$ cat src/rtl/matrix_pkg.sv
// Shared constants and types for the matrix stream feeder.
// Header word order and feeder FSM states live here.
package matrix_pkg;

    localparam int DATA_W = 4;
    localparam int DIM_W  = 4;

    typedef enum logic [1:0] {
        IDLE = 2'd0,
        HDR  = 2'd1,
        BODY = 2'd2,
        FIN  = 2'd3
    } feeder_state_t;

    localparam logic [1:0] HDR_R1 = 2'd0;
    localparam logic [1:0] HDR_C1 = 2'd1;
    localparam logic [1:0] HDR_R2 = 2'd2;
    localparam logic [1:0] HDR_C2 = 2'd3;

endpackage

$ cat src/rtl/matrix_elem_fifo.sv
// Synchronous element FIFO with full/empty flags.
// A push while full is taken only when a pop happens in the same cycle.
module matrix_elem_fifo #(
    parameter int DATA_W     = 4,
    parameter int FIFO_DEPTH = 8
) (
    input  logic              CLK,
    input  logic              RST,
    input  logic              push,
    input  logic [DATA_W-1:0] wdata,
    input  logic              pop,
    output logic [DATA_W-1:0] rdata,
    output logic              full,
    output logic              empty
);

    localparam int AW = $clog2(FIFO_DEPTH);

    logic [DATA_W-1:0] mem [FIFO_DEPTH];
    logic [AW:0]       wp;
    logic [AW:0]       rp;
    logic              do_pop;
    logic              do_push;

    assign empty   = (wp == rp);
    assign full    = (wp[AW] != rp[AW]) &&
                     (wp[AW-1:0] == rp[AW-1:0]);
    assign do_pop  = pop && !empty;
    assign do_push = push && (!full || do_pop);
    assign rdata   = mem[rp[AW-1:0]];

    // Pointer update; the extra MSB separates full from empty.
    always_ff @(posedge CLK or posedge RST) begin
        if (RST) begin
            wp <= '0;
            rp <= '0;
        end else begin
            if (do_push) wp <= wp + 1'b1;
            if (do_pop)  rp <= rp + 1'b1;
        end
    end

    // Storage array, no reset needed.
    always_ff @(posedge CLK) begin
        if (do_push) mem[wp[AW-1:0]] <= wdata;
    end

endmodule

$ cat src/rtl/matrix_stream_feeder.sv
// Serialises dims + buffered elements onto the loader nibble bus.
// Define MATRIX_FEEDER_DIM_CHECK_EN to also reject starts with c1 != r2.
module matrix_stream_feeder #(
    parameter int DATA_W     = 4,
    parameter int DIM_W      = 4,
    parameter int FIFO_DEPTH = 8
) (
    input  logic              CLK,
    input  logic              RST,
    input  logic              start,
    input  logic [DIM_W-1:0]  r1,
    input  logic [DIM_W-1:0]  c1,
    input  logic [DIM_W-1:0]  r2,
    input  logic [DIM_W-1:0]  c2,
    input  logic [DATA_W-1:0] in_data,
    input  logic              in_valid,
    output logic              in_ready,
    output logic [DATA_W-1:0] data,
    output logic              ctrl_logic,
    output logic              out_valid,
    output logic              busy,
    output logic              done,
    output logic              err
);

    import matrix_pkg::*;

    localparam int TW = 2 * DIM_W + 1;

    feeder_state_t     state;
    logic [1:0]        hdr_idx;
    logic [DIM_W-1:0]  r1_q;
    logic [DIM_W-1:0]  c1_q;
    logic [DIM_W-1:0]  r2_q;
    logic [DIM_W-1:0]  c2_q;
    logic [TW-1:0]     total;
    logic [TW-1:0]     elem_cnt;
    logic [TW-1:0]     start_total;
    logic [DATA_W-1:0] fifo_rdata;
    logic [DATA_W-1:0] hdr_word;
    logic              fifo_full;
    logic              fifo_empty;
    logic              push;
    logic              pop;
    logic              zero_dim;
    logic              reject;

    assign in_ready = !fifo_full;
    assign push     = in_valid && in_ready;
    assign pop      = (state == BODY) && !fifo_empty;

    assign zero_dim = (r1 == '0) || (c1 == '0) ||
                      (r2 == '0) || (c2 == '0);
`ifdef MATRIX_FEEDER_DIM_CHECK_EN
    assign reject = zero_dim || (c1 != r2);
`else
    assign reject = zero_dim;
`endif

    assign start_total = TW'(r1) * TW'(c1) +
                         TW'(r2) * TW'(c2);

    matrix_elem_fifo #(
        .DATA_W     (DATA_W),
        .FIFO_DEPTH (FIFO_DEPTH)
    ) u_fifo (
        .CLK   (CLK),
        .RST   (RST),
        .push  (push),
        .wdata (in_data),
        .pop   (pop),
        .rdata (fifo_rdata),
        .full  (fifo_full),
        .empty (fifo_empty)
    );

    // Select the latched dimension for the current header slot.
    always_comb begin
        hdr_word = '0;
        unique case (hdr_idx)
            HDR_R1: hdr_word = DATA_W'(r1_q);
            HDR_C1: hdr_word = DATA_W'(c1_q);
            HDR_R2: hdr_word = DATA_W'(r2_q);
            HDR_C2: hdr_word = DATA_W'(c2_q);
        endcase
    end

    // Transfer FSM with registered bus outputs.
    always_ff @(posedge CLK or posedge RST) begin
        if (RST) begin
            state      <= IDLE;
            hdr_idx    <= HDR_R1;
            r1_q       <= '0;
            c1_q       <= '0;
            r2_q       <= '0;
            c2_q       <= '0;
            total      <= '0;
            elem_cnt   <= '0;
            data       <= '0;
            ctrl_logic <= 1'b0;
            out_valid  <= 1'b0;
            busy       <= 1'b0;
            done       <= 1'b0;
            err        <= 1'b0;
        end else begin
            done <= 1'b0;
            err  <= 1'b0;
            unique case (state)
                IDLE: begin
                    out_valid  <= 1'b0;
                    ctrl_logic <= 1'b0;
                    if (start) begin
                        r1_q <= r1;
                        c1_q <= c1;
                        r2_q <= r2;
                        c2_q <= c2;
                        if (reject) begin
                            err <= 1'b1;
                        end else begin
                            total      <= start_total;
                            elem_cnt   <= '0;
                            data       <= DATA_W'(r1);
                            ctrl_logic <= 1'b1;
                            out_valid  <= 1'b1;
                            busy       <= 1'b1;
                            hdr_idx    <= HDR_C1;
                            state      <= HDR;
                        end
                    end
                end
                HDR: begin
                    data       <= hdr_word;
                    ctrl_logic <= 1'b1;
                    out_valid  <= 1'b1;
                    if (hdr_idx == HDR_C2) begin
                        hdr_idx <= HDR_R1;
                        state   <= BODY;
                    end else begin
                        hdr_idx <= hdr_idx + 2'd1;
                    end
                end
                BODY: begin
                    ctrl_logic <= 1'b0;
                    if (pop) begin
                        data      <= fifo_rdata;
                        out_valid <= 1'b1;
                        elem_cnt  <= elem_cnt + TW'(1);
                        if (elem_cnt + TW'(1) == total)
                            state <= FIN;
                    end else begin
                        out_valid <= 1'b0;
                    end
                end
                FIN: begin
                    out_valid  <= 1'b0;
                    ctrl_logic <= 1'b0;
                    busy       <= 1'b0;
                    done       <= 1'b1;
                    state      <= IDLE;
                end
            endcase
        end
    end

endmodule
$ cat config.mk
export PLATFORM = sky130hd
export DESIGN_NAME = matrix_stream_feeder
export DESIGN_NICKNAME = d
export VERILOG_FILES = /design/src/rtl/matrix_pkg.sv /design/src/rtl/matrix_elem_fifo.sv /design/src/rtl/matrix_stream_feeder.sv
export SDC_FILE = /design/constraint.sdc
export NUM_CORES = 1
export LEC_CHECK = 0
export CELL_PAD_IN_SITES_DETAIL_PLACEMENT = 1
export CELL_PAD_IN_SITES_GLOBAL_PLACEMENT = 1
export CORE_UTILIZATION = 52
export CTS_CLUSTER_DIAMETER = 50
export DETAILED_ROUTE_END_ITERATION = 8
export PLACE_DENSITY = 0.88
export SLEW_MARGIN = 20
export SYNTH_ARGS = -nofsm -noshare
export SYNTH_HDL_FRONTEND = slang
export SYNTH_HIERARCHICAL = 1
export SYNTH_SLANG_ARGS = --single-unit
export TNS_END_PERCENT = 30
$ cat constraint.sdc
create_clock -name CLK -period 6.5 [get_ports CLK]
set_input_delay 1.3 -clock CLK [delete_from_list [all_inputs] [get_ports CLK]]
set_output_delay 1.3 -clock CLK [all_outputs]
set_load 0.01 [all_outputs]
==> metrics.md, run 1 <==
| Metric | Value |
|---|---|
| Status | `finished, final reports clean` |
| Top post-synthesis cells by area | `dfrtp_1 (26%), edfxtp_1 (18%), ha_1 (7.5%)` |
| 1st-pass router iterations | `7` |
| DRC | `0` |
| Sequential area share after synthesis | `43.8%` |
| Final hold slack | `499 ps` |
| Top post-synthesis cells by count | `dfrtp_1 (55), nand2_1 (53), inv_1 (49)` |
| Final worst setup slack | `887 ps` |
| Sw power | `1.10 mW` |
| Startpoint types | `input pin` |
| Mean Syn Cell Area | `11.0 µm²` |
| Post-synth top area cell | `dfrtp_1` |
| Largest net degree at the start of global routing | `48` |
| Pre-CTS setup slack | `527 ps` |
| Antenna viol nets, final | `0` |
| Critical Path Source | `r2[0]` |
| Min-delay src | `busy` |
| Slew Limit Fails | `0` |
| Post-DR wirelength/cell | `20.3 µm` |
| Cts-stage hold buffer count | `0` |
| Io pins | `34` |
| Highest clock rate | `0.178 GHz` |
| Mapped Area | `5330 µm²` |
| Worst-Skew Late Latency | `370 ps` |
| Layout cells sized above 1 | `11.3%` |
| Worst min path class | `register to register` |
| Total grt overflow | `0` |
| First-pass GRT wire length | `21.6 mm` |
| Total Routed Length | `13.2 mm` |
| Die Area | `10700 µm²` |
| Worst-Margin Slew | `1080 ps` |
| CTS HTree Levels | `3` |
| Initial antenna violation count | `0` |
| Register area | `2340 µm²` |
| Nets | `583` |
| Slew headroom | `27.4%` |
| Final period util | `86.3%` |
| Critical setup path kind | `input pin to register` |
| Syn Nets | `560` |
| Fillers | `1035` |
| Clock Power Share | `15.2%` |
| Warnings, synthesis | `6` |
| Port buffer count | `33` |
| RSZ-0062 raised after global routing | `no` |
| Number of setup buffers added after CTS | `0` |
| Final std cells w/o fill | `647` |
| Power per cell area | `431 nW/µm²` |
| Final RePlAce weighted congestion | `0.826` |
| Worst-case clock skew | `13.4 ps` |
| Leak | `2.53 nW` |
| Mapped Cells | `486` |
| Combinational share of power | `47.8%` |
| Yosys reg bits | `87` |
| Drt initial violations | `122` |
| Max Cap Viol | `0` |
| Setup_tns | `0 ps` |
| Multi-input gate area | `2710 µm²` |
| Max IR drop VDD | `0.000201 V` |
| Hpwl dp | `10.0 mm` |
| Worst path arrival time | `5880 ps` |
| Die W | `103 µm` |
| Placed cell count | `631` |
| CP Data Required Time | `6770 ps` |
| Root Driver | `clkbuf_8` |
| Initial Util | `54.1%` |
| Core Area | `9860 µm²` |
| Setup crit end kind | `register` |
| Pwr Total | `2.56 mW` |
| Chip height | `103 µm` |
| CP max FO | `6` |
| Row count | `36` |
| Routed via count | `3838` |
| Clk sinks | `87` |
| Top cell type's share of synthesized area | `25.8%` |
| Synth unique cells | `53` |
| Most used flip-flop cell after synthesis | `dfrtp_1` |
| Cell Int Power | `1.47 mW` |
| Final Setup Violations | `0` |
| Total GRT Usage | `27.5%` |
| CTS Buffer Depth | `2` |
| Total CTS buffers | `9` |
| Final Hold Vio Count | `0` |
| Area delta synth->final | `11.4%` |
| Clock Pin Slew Worst Setup and Hold Paths | `100 ps` |
| Minimum clock period | `5610 ps` |
| Post-synthesis async set-or-reset flop share | `63.2%` |
| CTS tree | `done` |
| EDFF count, synth | `32` |
| RR Startpoint | `u_fifo/rp[0]` |
| Most frequent cell after synthesis | `dfrtp_1` |
| Post-CTS sizing | `0` |
| N_diodes | `0` |
| Drt via density | `5.93` |
| Sequential share of power | `37.1%` |
| Vias in the first global route | `4259` |
| Net Sw Frac | `42.8%` |
critical path, stage by stage:
cell and delay [ps]:
clkdlybuf4s50_1 620, nand2_1 140, fa_1 550, fa_1 550, inv_1 70, fa_1 530, inv_1 60, fa_1 530
fa_1 490, nor2b_1 150, o21ai_0 140, a21boi_0 330, o21a_1 180, nor3_1 50, o31ai_1 200
registers in the layout, summed over array words and instances (netlist names), 4 cells and up:
name        flops
total           9
u_fifo/mem     32
r1_q            4
data            4
c1_q            4
u_fifo/rp       4
r2_q            4
u_fifo/wp       4
c2_q            4
elem_cnt        9
cells by family after synthesis:
group	Yosys count	share of synthesized area (%)
simple gates	144	13.5
flops	87	43.8
compound gates	82	10.3
buf+inv	70	5.56
fa+ha+maj	50	14.3
mux	33	8.80
xor+xnor	20	3.71
stage by stage:
stage	util [%]	area, µm²
CTS	60.1	5930
finish	60.2	5940
global route	60.2	5940
detailed placement	58.0	5720
floorplan	-	5330
global placement	58.0	5720
placed cells by master (no fill, tap or decap), types with 6 or more instances in the layout:
master           netlist  final
clkdlybuf4s50_1        0     33
dfrtp_1               55     55
edfxtp_1              32     32
nor4_1                 8      7
nor2_1                17     17
nand2_1               53     53
inv_1                 49     48
mux2_2                23     23
xnor2_1               11     11
clkbuf_8               0      9
xor2_1                 6      6
mux4_2                 8      8
fa_1                  18     18
ha_1                  32     32
a21oi_1                6      6
o21ai_0               36     36
nor3_1                14     14
and2_1                26     26
power by group through the flow:
stage / Combinational, mW / Clock, mW / Sequential (mW)
floorplan: 0.952 / 0 / 0.860
global placement: 1.10 / 0 / 0.939
detailed placement: 1.20 / 0 / 0.957
CTS: 1.22 / 0.394 / 0.947
global route: 1.35 / 0.410 / 0.975
finish: 1.22 / 0.388 / 0.949
layer usage:
metal  up-vias  GRT usage, %  part of all wire, %
met3        30          4.97                  3.1
met5         -             0                    0
met4         0          9.97                  2.3
met2        90          48.6                   52
li1       1753             -                    -
met1      1965          33.8                   43
final timing paths:
| path | endpoint | slack (ps) | cells after the start |
|---|---|---|---|
| setup reg to reg | u_fifo/mem[0][2] | 3180 | 7 |
| max in group asynchronous | c2_q[0] | 4590 | 2 |
| hold reg to reg | busy | 500 | 1 |
| hold / removal | busy | 500 | 1 |
| setup / recovery | total[8] | 890 | 15 |
| min in group asynchronous | u_fifo/rp[0] | 1240 | 2 |
layout make-up:
type | count | share of cell area [%]
Multi-Input combinational cell | 329 | 45.7
Timing Repair Buffer | 33 | 5.56
Inverter | 49 | 3.12
Sequential cell | 87 | 39.4
Clock inverter | 7 | 1.41
Tap cell | 133 | 2.80
Clock buffer | 9 | 2.09
No activity file was read; power rests on OpenSTA's default activity.
==> run 2, diff against run 1 <==
--- a/config.mk
+++ b/config.mk
@@ -10,6 +10,7 @@
 export CORE_UTILIZATION = 52
 export CTS_CLUSTER_DIAMETER = 50
 export DETAILED_ROUTE_END_ITERATION = 8
+export MAX_ROUTING_LAYER = met4
 export PLACE_DENSITY = 0.88
 export SLEW_MARGIN = 20
 export SYNTH_ARGS = -nofsm -noshare
==> run 2 against run 1 <==
Net effect: sequential power hardly changed; global-route usage is 0.85 points higher; register-to-register slack hardly changed; critical endpoint unchanged; largest cell class unchanged.
==> metrics.md, run 2 (synthesis results as in run 1) <==
| Metric | Value |
|---|---|
| Pre-CTS setup slack | `527 ps (unchanged)` |
| Total GRT Usage | `28.3% (+0.85 points)` |
| Highest clock rate | `0.178 GHz (-0.11%)` |
| Final hold slack | `499 ps (-0.0790 ps)` |
| Cells along the critical path | `clkdlybuf4s50_1, nand2_1, fa_1, fa_1, inv_1, fa_1, inv_1, fa_1, fa_1, nor2b_1, o21ai_0, a21boi_0, o21a_1, nor3_1, o31ai_1` |
| Post-DR wirelength/cell | `20.4 µm (about the same)` |
| Max reg flops | `32 (unchanged)` |
| Max Cap Viol | `0 (unchanged)` |
| Worst path arrival time | `5880 ps (about the same)` |
| Clk sinks | `87 (unchanged)` |
| DRC | `0 (unchanged)` |
| Worst-Skew Late Latency | `370 ps (about the same)` |
| Final RePlAce weighted congestion | `0.838 (+1.5%)` |
| Worst-case clock skew | `12.8 ps (-0.557 ps)` |
| Max IR drop VDD | `0.000200 V (-0.48%)` |
| Worst Path Buf+Inv | `3 (unchanged)` |
| Core Area | `9860 µm² (unchanged)` |
| Power per cell area | `431 nW/µm² (-0.11%)` |
| Top layer in use | `met4` |
| Worst-Margin Slew | `1080 ps (-7.27 ps)` |
| Area delta synth->final | `11.4% (unchanged)` |
| Die Area | `10700 µm² (unchanged)` |
| Final Hold Vio Count | `0 (unchanged)` |
| Met3 WL | `450 µm (+11%)` |
| CTS Buffer Depth | `2 (unchanged)` |
| Commonest cells after routing, fill and taps aside | `dfrtp_1 (55), nand2_1 (53), inv_1 (48)` |
| Io pins | `34 (unchanged)` |
| Slew headroom | `27.9% (+0.49 points)` |
| Startpoint types | `input pin` |
| Worst min path class | `register to register` |
| Nets | `583 (unchanged)` |
| Most common cell after layout, fill and taps aside | `dfrtp_1` |
| CP max FO | `6 (unchanged)` |
| CP Data Required Time | `6770 ps (about the same)` |
| Final Setup Violations | `0 (unchanged)` |
| Drt via density | `5.94 (+0.18%)` |
| CTS HTree Levels | `3 (unchanged)` |
| Number of setup buffers added after CTS | `0 (unchanged)` |
| Final worst setup slack | `881 ps (-6.40 ps)` |
| Delay of the slowest critical-path stage | `630 ps (about the same)` |
| Post-CTS sizing | `0 (unchanged)` |
| Slew Limit Fails | `0 (unchanged)` |
| 1st-pass router iterations | `4 (-3)` |
| Crit path max-delay family | `adder cells` |
| Row count | `36 (unchanged)` |
| Met1 wire length | `5.58 mm (-0.73%)` |
| First-pass GRT wire length | `21.7 mm (about the same)` |
| Vias in the first global route | `4255 (-0.094%)` |
| Minimum clock period | `5620 ps (+6.40 ps)` |
| Initial antenna violation count | `0 (unchanged)` |
| Die W | `103 µm (unchanged)` |
| Total CTS buffers | `9 (unchanged)` |
| Setup_tns | `0 ps (unchanged)` |
| Routed via count | `3845 (+0.18%)` |
| Setup crit end kind | `register` |
| Drt initial violations | `137 (+12%)` |
| Antenna viol nets, final | `0 (unchanged)` |
| Hpwl dp | `10.0 mm (unchanged)` |
| Root Driver | `clkbuf_8` |
| CTS tree | `done` |
| Leak | `2.53 nW (unchanged)` |
| Crit-path slowest cell | `clkdlybuf4s50_1` |
| Total grt overflow | `0 (unchanged)` |
| Cts-stage hold buffer count | `0 (unchanged)` |
| Port buffer count | `33 (unchanged)` |
| Largest net degree at the start of global routing | `48 (unchanged)` |
| Chip height | `103 µm (unchanged)` |
| Clock Pin Slew Worst Setup and Hold Paths | `100 ps (about the same)` |
| Met2 wire len | `6.84 mm (about the same)` |
| Final period util | `86.4% (+0.098 points)` |
| Critical setup path kind | `input pin to register` |
| Status | `finished, final reports clean` |
| Layout cells sized above 1 | `11.3% (unchanged)` |
| Most used cell along the critical path | `fa_1` |
| Layout Utilization | `60.2% (unchanged)` |
| N_diodes | `0 (unchanged)` |
| Total Routed Length | `13.2 mm (about the same)` |
| RSZ-0062 raised after global routing | `no` |
| Initial Util | `54.1% (unchanged)` |
-- run 2: cell counts in the layout (fill, tap and decap cells not counted) --
Identical to the previous run, type by type.
-- run 2: through the flow --
stage                     instances  cell area (µm²)  power, mW
after floorplan                 486             5330       1.81
after global placement          631             5720       2.04
after detailed placement        631             5720       2.16
after CTS                       647             5930       2.56
after global routing            647             5940       2.74
final                           647             5940       2.56
-- run 2: layout make-up --
| type | count | area, µm² |
|---|---|---|
| fillers | 1035 | 3930 |
| clock buffers | 9 | 124 |
| flip-flops and latches | 87 | 2340 |
| clock inverters | 7 | 83.8 |
| repair buffers | 33 | 330 |
| well taps | 133 | 166 |
| inverters | 49 | 185 |
| multi-input cells | 329 | 2710 |
-- run 2: routing by layer --
metal  vias up  track usage (%)
met5         -                -
met4         0             9.97
met3        30             4.77
met2        99             48.5
met1      1962             33.9
li1       1754                -
-- run 2: worst paths after layout --
| check | depth (start not counted) | endpoint | slack [ps] | start |
|---|---|---|---|---|
| hold / removal | 1 | busy | 500 | busy |
| min in group asynchronous | 2 | u_fifo/rp[0] | 1240 | RST |
| setup reg to reg | 7 | u_fifo/mem[0][2] | 3170 | u_fifo/rp[0] |
| max in group asynchronous | 2 | c2_q[0] | 4580 | RST |
| hold reg to reg | 1 | busy | 500 | busy |
| setup / recovery | 15 | total[8] | 880 | r2[0] |
-- run 2: power by group --
part	switching [mW]	internal, mW	total, mW
Sequential	0.195	0.755	0.949
Clock	0.230	0.156	0.386
Combinational	0.668	0.555	1.22
Total	1.09	1.47	2.56
==> run 3, diff against run 2 <==
--- a/config.mk
+++ b/config.mk
@@ -7,10 +7,10 @@
 export LEC_CHECK = 0
 export CELL_PAD_IN_SITES_DETAIL_PLACEMENT = 1
 export CELL_PAD_IN_SITES_GLOBAL_PLACEMENT = 1
+export CORE_ASPECT_RATIO = 0.6
 export CORE_UTILIZATION = 52
 export CTS_CLUSTER_DIAMETER = 50
 export DETAILED_ROUTE_END_ITERATION = 8
-export MAX_ROUTING_LAYER = met4
 export PLACE_DENSITY = 0.88
 export SLEW_MARGIN = 20
 export SYNTH_ARGS = -nofsm -noshare
==> run 3 against run 2 <==
Net effect: maximum frequency rose by 1.3%; clock power is 42% higher; critical path depth up 1; setup slack gained 71 ps; sequential power is 2.1% higher; non-clock buffer count grew 1; global-route usage rose by 2.5 points; die area increased by 0.12%; via count grew 3.8%; sequential share of layout area is 0.76 points lower; critical endpoint is now total[7]; critical path type unchanged; final cell count grew 0.46%; cell area is 2.0% higher.
==> metrics.md, run 3 (synthesis results as in run 1) <==
| Metric | Value |
|---|---|
| Root Driver | `clkbuf_16` |
| Most common cell after layout, fill and taps aside | `dfrtp_1` |
| Initial Util | `53.8% (-0.27 points)` |
| Final RePlAce weighted congestion | `0.884 (+5.5%)` |
| Die Area | `10700 µm² (+0.12%)` |
| Routed via count | `3993 (+3.8%)` |
| Total GRT Usage | `30.8% (+2.5 points)` |
| Io pins | `34 (unchanged)` |
| Worst path arrival time | `5750 ps (-130 ps)` |
| Total Routed Length | `15.7 mm (+19%)` |
| DRC | `0 (unchanged)` |
| RSZ-0062 raised after global routing | `no` |
| CTS tree | `done` |
| Port buffer count | `33 (unchanged)` |
| Core Area | `9910 µm² (+0.51%)` |
| CP max FO | `6 (unchanged)` |
| Hpwl dp | `10.7 mm (+6.6%)` |
| Number of setup buffers added after CTS | `0 (unchanged)` |
| Initial antenna violation count | `0 (unchanged)` |
| Slew headroom | `28.3% (+0.37 points)` |
| Post-CTS sizing | `0 (unchanged)` |
| CP Data Required Time | `6710 ps (-60 ps)` |
| CTS Buffer Depth | `2 (unchanged)` |
| Layout cells sized above 1 | `11.7% (+0.37 points)` |
| Fin area | `6060 µm² (+2.0%)` |
| Drt via density | `6.14 (+3.4%)` |
| Setup crit end kind | `register` |
| Antenna viol nets, final | `0 (unchanged)` |
| Worst-Margin Slew | `1070 ps (-10.4 ps)` |
| Startpoint types | `input pin` |
| First-pass GRT wire length | `24.1 mm (+11%)` |
| Vias in the first global route | `4289 (+0.80%)` |
| Worst-case clock skew | `6.84 ps (-6.00 ps)` |
| Critical setup path kind | `input pin to register` |
| Slew Limit Fails | `0 (unchanged)` |
| Fillers | `1029 (-0.58%)` |
| Highest clock rate | `0.180 GHz (+1.3%)` |
| 1st-pass router iterations | `6 (+2)` |
| Total grt overflow | `0 (unchanged)` |
| Chip height | `80.5 µm (-22%)` |
| Dpl cell area | `5730 µm² (+0.18%)` |
| Commonest cells after routing, fill and taps aside | `dfrtp_1 (55), nand2_1 (53), inv_1 (48)` |
| Minimum clock period | `5550 ps (-71.5 ps)` |
| Clk sinks | `87 (unchanged)` |
| Setup_tns | `0 ps (unchanged)` |
| Clock Pin Slew Worst Setup and Hold Paths | `70 ps (-30 ps)` |
| Max Cap Viol | `0 (unchanged)` |
| Final Hold Vio Count | `0 (unchanged)` |
| Status | `finished, final reports clean` |
| Power per cell area | `466 nW/µm² (+8.2%)` |
| Final period util | `85.3% (-1.1 points)` |
| Total CTS buffers | `9 (unchanged)` |
| Drt initial violations | `259 (+89%)` |
| Leak | `2.58 nW (+2.2%)` |
| CTS HTree Levels | `3 (unchanged)` |
| Worst min path class | `register to register` |
| N_diodes | `0 (unchanged)` |
| Largest net degree at the start of global routing | `48 (unchanged)` |
| Row count | `28 (-22%)` |
| Register area | `2340 µm² (unchanged)` |
| Post-DR wirelength/cell | `24.1 µm (+18%)` |
| Worst-Skew Late Latency | `350 ps (-20 ps)` |
| Max IR drop VDD | `0.000282 V (+41%)` |
| Multi-input gate area | `2720 µm² (+0.23%)` |
| Max reg flops | `32 (unchanged)` |
| Nets | `584 (+0.17%)` |
| Final Setup Violations | `0 (unchanged)` |
| Cts-stage hold buffer count | `0 (unchanged)` |
| Area delta synth->final | `13.6%` |
| Die W | `133 µm (+29%)` |
[run 3: path summary, 6_finish.rpt]
path                         startpoint               end  slack [ps]  cells after the start
max                               c2[3]          total[7]         950                     16
min                             r1_q[3]           r1_q[3]         510                      1
max reg2reg                u_fifo/rp[0]  u_fifo/mem[7][1]        3000                      7
min reg2reg                     r1_q[3]           r1_q[3]         510                      1
max in group asynchronous           RST           r1_q[0]        4520                      2
min in group asynchronous           RST      u_fifo/rp[0]        1260                      2
[run 3: layout make-up]
type,count,area share [%]
Inverter,49,3.06
Clock buffer,9,3.72
Multi-Input combinational cell,329,44.9
Timing Repair Buffer,34,5.58
Tap cell,135,2.79
Clock inverter,7,1.38
Sequential cell,87,38.6
[run 3: critical path, stage by stage]
cell             delay, ps
clkdlybuf4s50_1        610
nand2_1                130
fa_1                   530
fa_1                   600
inv_1                   70
fa_1                   530
inv_1                   50
fa_1                   590
inv_1                   60
ha_1                   280
a21o_1                 180
a21oi_1                200
o21ai_0                140
a21oi_1                220
xor2_1                 170
o21ai_0                 90
[run 3: routing by layer]
metal	track usage [%]	part of all wire (%)	up-vias	routed length (µm)
met5	0	0	-	0
met2	50.9	49	154	7610
met1	41.3	44	2046	6820
met4	8.28	2.2	0	348
li1	-	-	1759	-
met3	6.82	5.6	34	885
[run 3: where the power goes]
group	internal (mW)	leakage [nW]	switching (mW)
sequential	0.756	0.974	0.212
combinational	0.562	1.45	0.744
clock	0.307	0.155	0.241
total	1.63	2.58	1.20
[run 3: per-stage QoR]
step,utilization (%),setup WS [ps],std cells,hold slack [ps],power [mW]
after CTS,60.9,936,650,513,2.79
after global routing,61.1,706,650,539,2.98
after detailed placement,57.8,631,634,484,2.19
final,61.1,953,650,511,2.82
after global placement,57.8,867,634,475,2.08
after floorplan,-,1530,486,466,1.81
==> RTL edit 1, RTL diff (settings of run 2) <==
`DATA_W` is set to 4 in 3 places; all go to 5.
--- a/src/rtl/matrix_pkg.sv
+++ b/src/rtl/matrix_pkg.sv
@@ -4,3 +4,3 @@
 
-    localparam int DATA_W = 4;
+    localparam int DATA_W = 5;
     localparam int DIM_W  = 4;
--- a/src/rtl/matrix_elem_fifo.sv
+++ b/src/rtl/matrix_elem_fifo.sv
@@ -3,3 +3,3 @@
 module matrix_elem_fifo #(
-    parameter int DATA_W     = 4,
+    parameter int DATA_W     = 5,
     parameter int FIFO_DEPTH = 8
--- a/src/rtl/matrix_stream_feeder.sv
+++ b/src/rtl/matrix_stream_feeder.sv
@@ -3,3 +3,3 @@
 module matrix_stream_feeder #(
-    parameter int DATA_W     = 4,
+    parameter int DATA_W     = 5,
     parameter int DIM_W      = 4,
Ports: changed (resized data and in_data); port bits go from 34 to 36. The function was not compared with the original's and may differ.
==> RTL edit 1 against run 2 <==
Clock skew up 4.3 ps. Via count up 0.10%. Clock power up 8.3%. Setup slack better by 170 ps. Cell area up 6.7%. Critical path type unchanged. Routed wire length up 1.3%. Sequential cell count up 9. Global-route usage down 1.4 points. Critical endpoint unchanged. Synthesized area up 5.9%. Total power up 4.7%.
==> RTL edit 1: results (changes against run 2) <==
- The post-synth net total was 555 (-0.89%).
* Synth Area in Compound Gates: 0.1012 (-0.002253)
* CP arrival: 5730 ps (-150 ps)
- The number of CTS-inserted buffers came to 9 (unchanged).
* Iteration-0 DRC Markers: 264 (+93%)
- The sum of routed wire length over all layers was 13.35 mm (+1.3%).
- Total track usage: 0.2688 (-0.01421)
* IR Drop Worst-Case VDD: 0.2280 mV (+14%)
* Average vias per placed instance: 5.867 (-1.3%)
- The fraction of final layout cells sized beyond drive strength 1 is 0.1442 (+0.03139).
- Multiplexer fraction of the synthesized cell area: 0.09522 (+0.007251)
- The share of the yosys chip area belonging to registers was 0.4606 (+0.02240).
- The number of cells on the worst hold path came to 2 (+1).
* Post-synth EDFFs: 40 (+25%)
- The count of different cell masters after synthesis was 63 (+19%).
- Yosys attributes the largest share of cell area to dfrtp_1 25%, edfxtp_1 21%, ha_1 7.1%, fa_1 6.4%, mux2_2 4.8%.
- Adder-cell share of the synthesized area: 0.1346 (-0.007990)
* Setup skew after layout: 17.10 ps (+4.265 ps)
- The flow ran to the end, and the final reports show no timing, DRC or antenna violations.
- Share of synthesized registers carrying an async set or reset: 0.5833 (-0.04885)
- Via count of the first global-routing pass: 4243 (-0.28%)
- Net total in the final layout: 590 (+1.2%)
- Most frequent cells after synthesis: 56 x dfrtp_1, 48 x inv_1, 45 x nand2_1
* CP max FO: 6 (unchanged)
* Setup TNS Final: 0 ps (unchanged)
* Final RePlAce weighted congestion: 0.8266 (-1.4%)
* Dpl hpwl: 9.808 mm (-2.1%)
- The leakage power total came to 2.603 nW (+3.0%).
- The flip-flop count of the largest register after layout is 40 (+25%).
- IO Port Bufs: 35 (+6.1%)
* Worst slew slack as a fraction of its limit: 0.4209 (+0.1415)
- First-pass GRT wire length: 22.11 mm (+2.1%)
- The xor-xnor portion of the synthesized cell area was 0.03543 (-0.001634).
- Largest net degree at the start of global routing: 49 (+2.1%)
## RTL edit 1: changes by cell type after synthesis, sizes merged, moves of 3 or more
cell	before	now
nand3	4	8
nor3	14	7
a21o	5	1
clkbuf	11	6
nor2	17	14
edfxtp	32	40
nand2	53	45
## RTL edit 1: cell families after synthesis
family / Yosys count
mux: 38
buf+inv: 65
simple gates: 127
xor+xnor: 22
flops: 96
compound gates: 82
fa+ha+maj: 50
## RTL edit 1: path summary, 6_finish.rpt
path / start / slack [ps] / end
worst max-delay path: c2[3] / 1050 / total[8]$_DFFE_PP0P_
worst min register to register: data[0]$_DFFE_PP0P_ / 510 / data[0]$_DFFE_PP0P_
max in group asynchronous: RST / 4600 / hdr_idx[0]$_DFFE_PP0P_
worst max register to register: u_fifo/rp[0]$_DFFE_PP0P_ / 2800 / u_fifo/mem[4][3]$_DFFE_PP_
worst min-delay path: data[0]$_DFFE_PP0P_ / 510 / data[0]$_DFFE_PP0P_
min in group asynchronous: RST / 1220 / u_fifo/wp[1]$_DFFE_PP0P_
## RTL edit 1: stage by stage
stage          setup WS [ps]  utilization  cells  area, µm²
6_report                1054       0.6083    656       6336
5_1_grt                884.7       0.6083    656       6336
4_1_cts                 1055       0.6082    656       6335
3_5_place_dp           663.5       0.5883    640       6128
3_3_place_gp           859.2       0.5877    640       6122
2_1_floorplan           1520            -    480       5650
## RTL edit 1: layout make-up
class                           instances  area, µm²
Fill cell                            1083       4080
Multi-Input combinational cell        319       2780
Sequential cell                        96       2603
Timing Repair Buffer                   41      395.4
Inverter                               48      181.4
Tap cell                              136      170.2
Clock buffer                            9      123.9
Clock inverter                          7      82.58
## RTL edit 1: critical path, stage by stage
cell	delay [ps]
clkdlybuf4s50_1	520
and2_1	240
fa_1	520
fa_1	520
fa_1	550
inv_1	60
fa_1	530
inv_1	40
ha_1	330
nor2b_1	140
o21ai_0	200
a21boi_0	170
o21a_1	210
o21a_1	170
o31ai_1	210
## RTL edit 1: power by group
part / internal [mW] / switching, mW
combinational: 0.564 / 0.667
sequential: 0.827 / 0.203
clock: 0.185 / 0.233
## RTL edit 1: per-layer routing
layer | share of wire | routed length [µm] | vias up | track usage
met1 | 0.44 | 5823 | 1960 | 0.3271
met3 | 0.031 | 416 | 29 | 0.04292
met5 | 0 | 0 | - | -
li1 | - | - | 1769 | -
met2 | 0.51 | 6773 | 91 | 0.4573
met4 | 0.025 | 340 | 0 | 0.09127
==> RTL edit 2, RTL diff (config.mk and constraints of run 2) <==
Without the edit above. Put one more register stage on the output `err`, cleared by the reset. The value now appears one clock later. The other outputs are not delayed to match.
--- a/src/rtl/matrix_stream_feeder.sv
+++ b/src/rtl/matrix_stream_feeder.sv
@@ -28,2 +28,4 @@
     localparam int TW = 2 * DIM_W + 1;
+
+    logic err_s0;
 
@@ -103,6 +105,6 @@
             done       <= 1'b0;
-            err        <= 1'b0;
+            err_s0     <= 1'b0;
         end else begin
             done <= 1'b0;
-            err  <= 1'b0;
+            err_s0 <= 1'b0;
             unique case (state)
@@ -117,3 +119,3 @@
                         if (reject) begin
-                            err <= 1'b1;
+                            err_s0 <= 1'b1;
                         end else begin
@@ -164,2 +166,10 @@
 
+    always_ff @(posedge CLK or posedge RST) begin
+        if (RST) begin
+            err <= '0;
+        end else begin
+            err <= err_s0;
+        end
+    end
+
 endmodule
Behaviour: not the same (a bounded check fails within 4 cycles, from zero or initial values and one cycle with RST high).
==> RTL edit 2 against run 2 <==
Clock skew increased by 2.1 ps. Sequential cell count increased by 1. Cell area increased by 0.84%. Setup slack improved by 170 ps. Routed wire length decreased by 1.6%. Synthesized area increased by 1.5%. Total power decreased by 0.31%. First-iteration DRC count increased by 66%. Final cell count decreased by 1.1%. Clock power decreased by 3%. Non-clock buffer count unchanged. Core utilization about the same. Critical endpoint unchanged. Largest power group unchanged.
==> RTL edit 2: results (changes against run 2) <==
* Sequential share of the synthesized area: 0.4361 (-0.002061)
* CTS root buffer: clkbuf_8
- The sum of routed wire length over all layers was 12.97 mm (-1.6%).
* First-pass GRT wire length: 21.45 mm (-0.92%)
- The detailed-placement wirelength estimate came to 9.840 mm (-1.8%).
* Total track usage: 0.2637 (-0.01935)
* Crit path max-delay cell type: fa_1
* Most frequent cells after synthesis: 56 x dfrtp_1, 50 x inv_1, 38 x nand2_1
- The post-synthesis async set-or-reset flop share is 0.6364 (+0.004180).
* Endpoint of the worst hold path: err$_DFF_PP0_
- Register-to-register setup slack: 3090 ps (-80 ps)
- Iteration-0 DRC Markers: 228 (+66%)
- The remaining global-route overflow came to 0 (unchanged).
* Largest net degree at the start of global routing: 49 (+2.1%)
- The routability congestion estimate was 0.8579 (+2.4%).
* Hold path cells: 0 (-1)
- Unique masters post-synth: 64 (+21%)
- Tracing the worst setup path back leads to its startpoint at c2[3].
- Number of nets produced by synthesis: 553 (-1.3%)
- Synth area leaders: dfrtp_1 26%, edfxtp_1 18%, ha_1 7.4%, fa_1 6.7%, mux2_2 4.8%
* Slowest Stage Delay on Critical Path: 550 ps (-80 ps)
- Reg-to-reg endpoint: u_fifo/mem[1][2]$_DFFE_PP_
- The number of global-route vias before repair is 4111 (-3.4%).
- Average vias per placed instance: 5.881 (-1.0%)
- The worst hold slack came to 355.6 ps (-143.3 ps).
* Net total in the final layout: 576 (-1.2%)
* IR Drop Worst-Case VDD: 0.2684 mV (+34%)
* Result of the run: complete, no violations
* CP arrival: 5730 ps (-150 ps)
## RTL edit 2: cells by family (layout without fill, tap and decap cells)
kind of cell	count (synthesis)	after routing	synth area share
adder cells (fa/ha/maj)	50	50	0.1404
multiplexers	38	38	0.09517
buffers and inverters	71	99	0.05890
AND/OR/NAND/NOR	132	132	0.1291
AO/OA/AOI/OAI	80	80	0.1037
XOR/XNOR	20	20	0.03650
flip-flops	88	88	0.4361
## RTL edit 2: area by class of cell
type                    instances  area (µm²)
clock buffers                   9       123.9
clock inverters                 7       70.07
fillers                      1051        3965
inverters                      50       188.9
multi-input cells             320        2748
flip-flops and latches         88        2362
well taps                     133       166.4
repair buffers                 33       330.3
## RTL edit 2: worst max path at each step
stage | to | slack, ps | cells past startpoint
floorplan | total[8]$_DFFE_PP0P_ | 1520 | 14
global placement | total[8]$_DFFE_PP0P_ | 860 | 15
detailed placement | total[7]$_DFFE_PP0P_ | 680 | 16
CTS | total[7]$_DFFE_PP0P_ | 1090 | 16
global route | total[8]$_DFFE_PP0P_ | 880 | 15
finish | total[8]$_DFFE_PP0P_ | 1050 | 15
## RTL edit 2: power by group
group          switching (mW)  internal (mW)
clock network           0.224          0.150
registers               0.203          0.763
logic                   0.654          0.556
## RTL edit 2: per-stage QoR
stage                     power (mW)  setup slack, ps  cells  utilization  area, µm²
after global placement         2.071            858.0    624       0.5808       5782
after detailed placement       2.167            678.8    624       0.5808       5782
after CTS                      2.553             1089    640       0.6003       5976
after global routing           2.730            883.9    640       0.6017       5989
after floorplan                1.840             1523    479            -       5416
final                          2.550             1054    640       0.6017       5989
## RTL edit 2: metal layers
metal | GRT usage | wire length, µm
met4 | 0.08878 | 244
met2 | 0.4362 | 6616
met1 | 0.3367 | 5654
met5 | - | 0
met3 | 0.03446 | 455
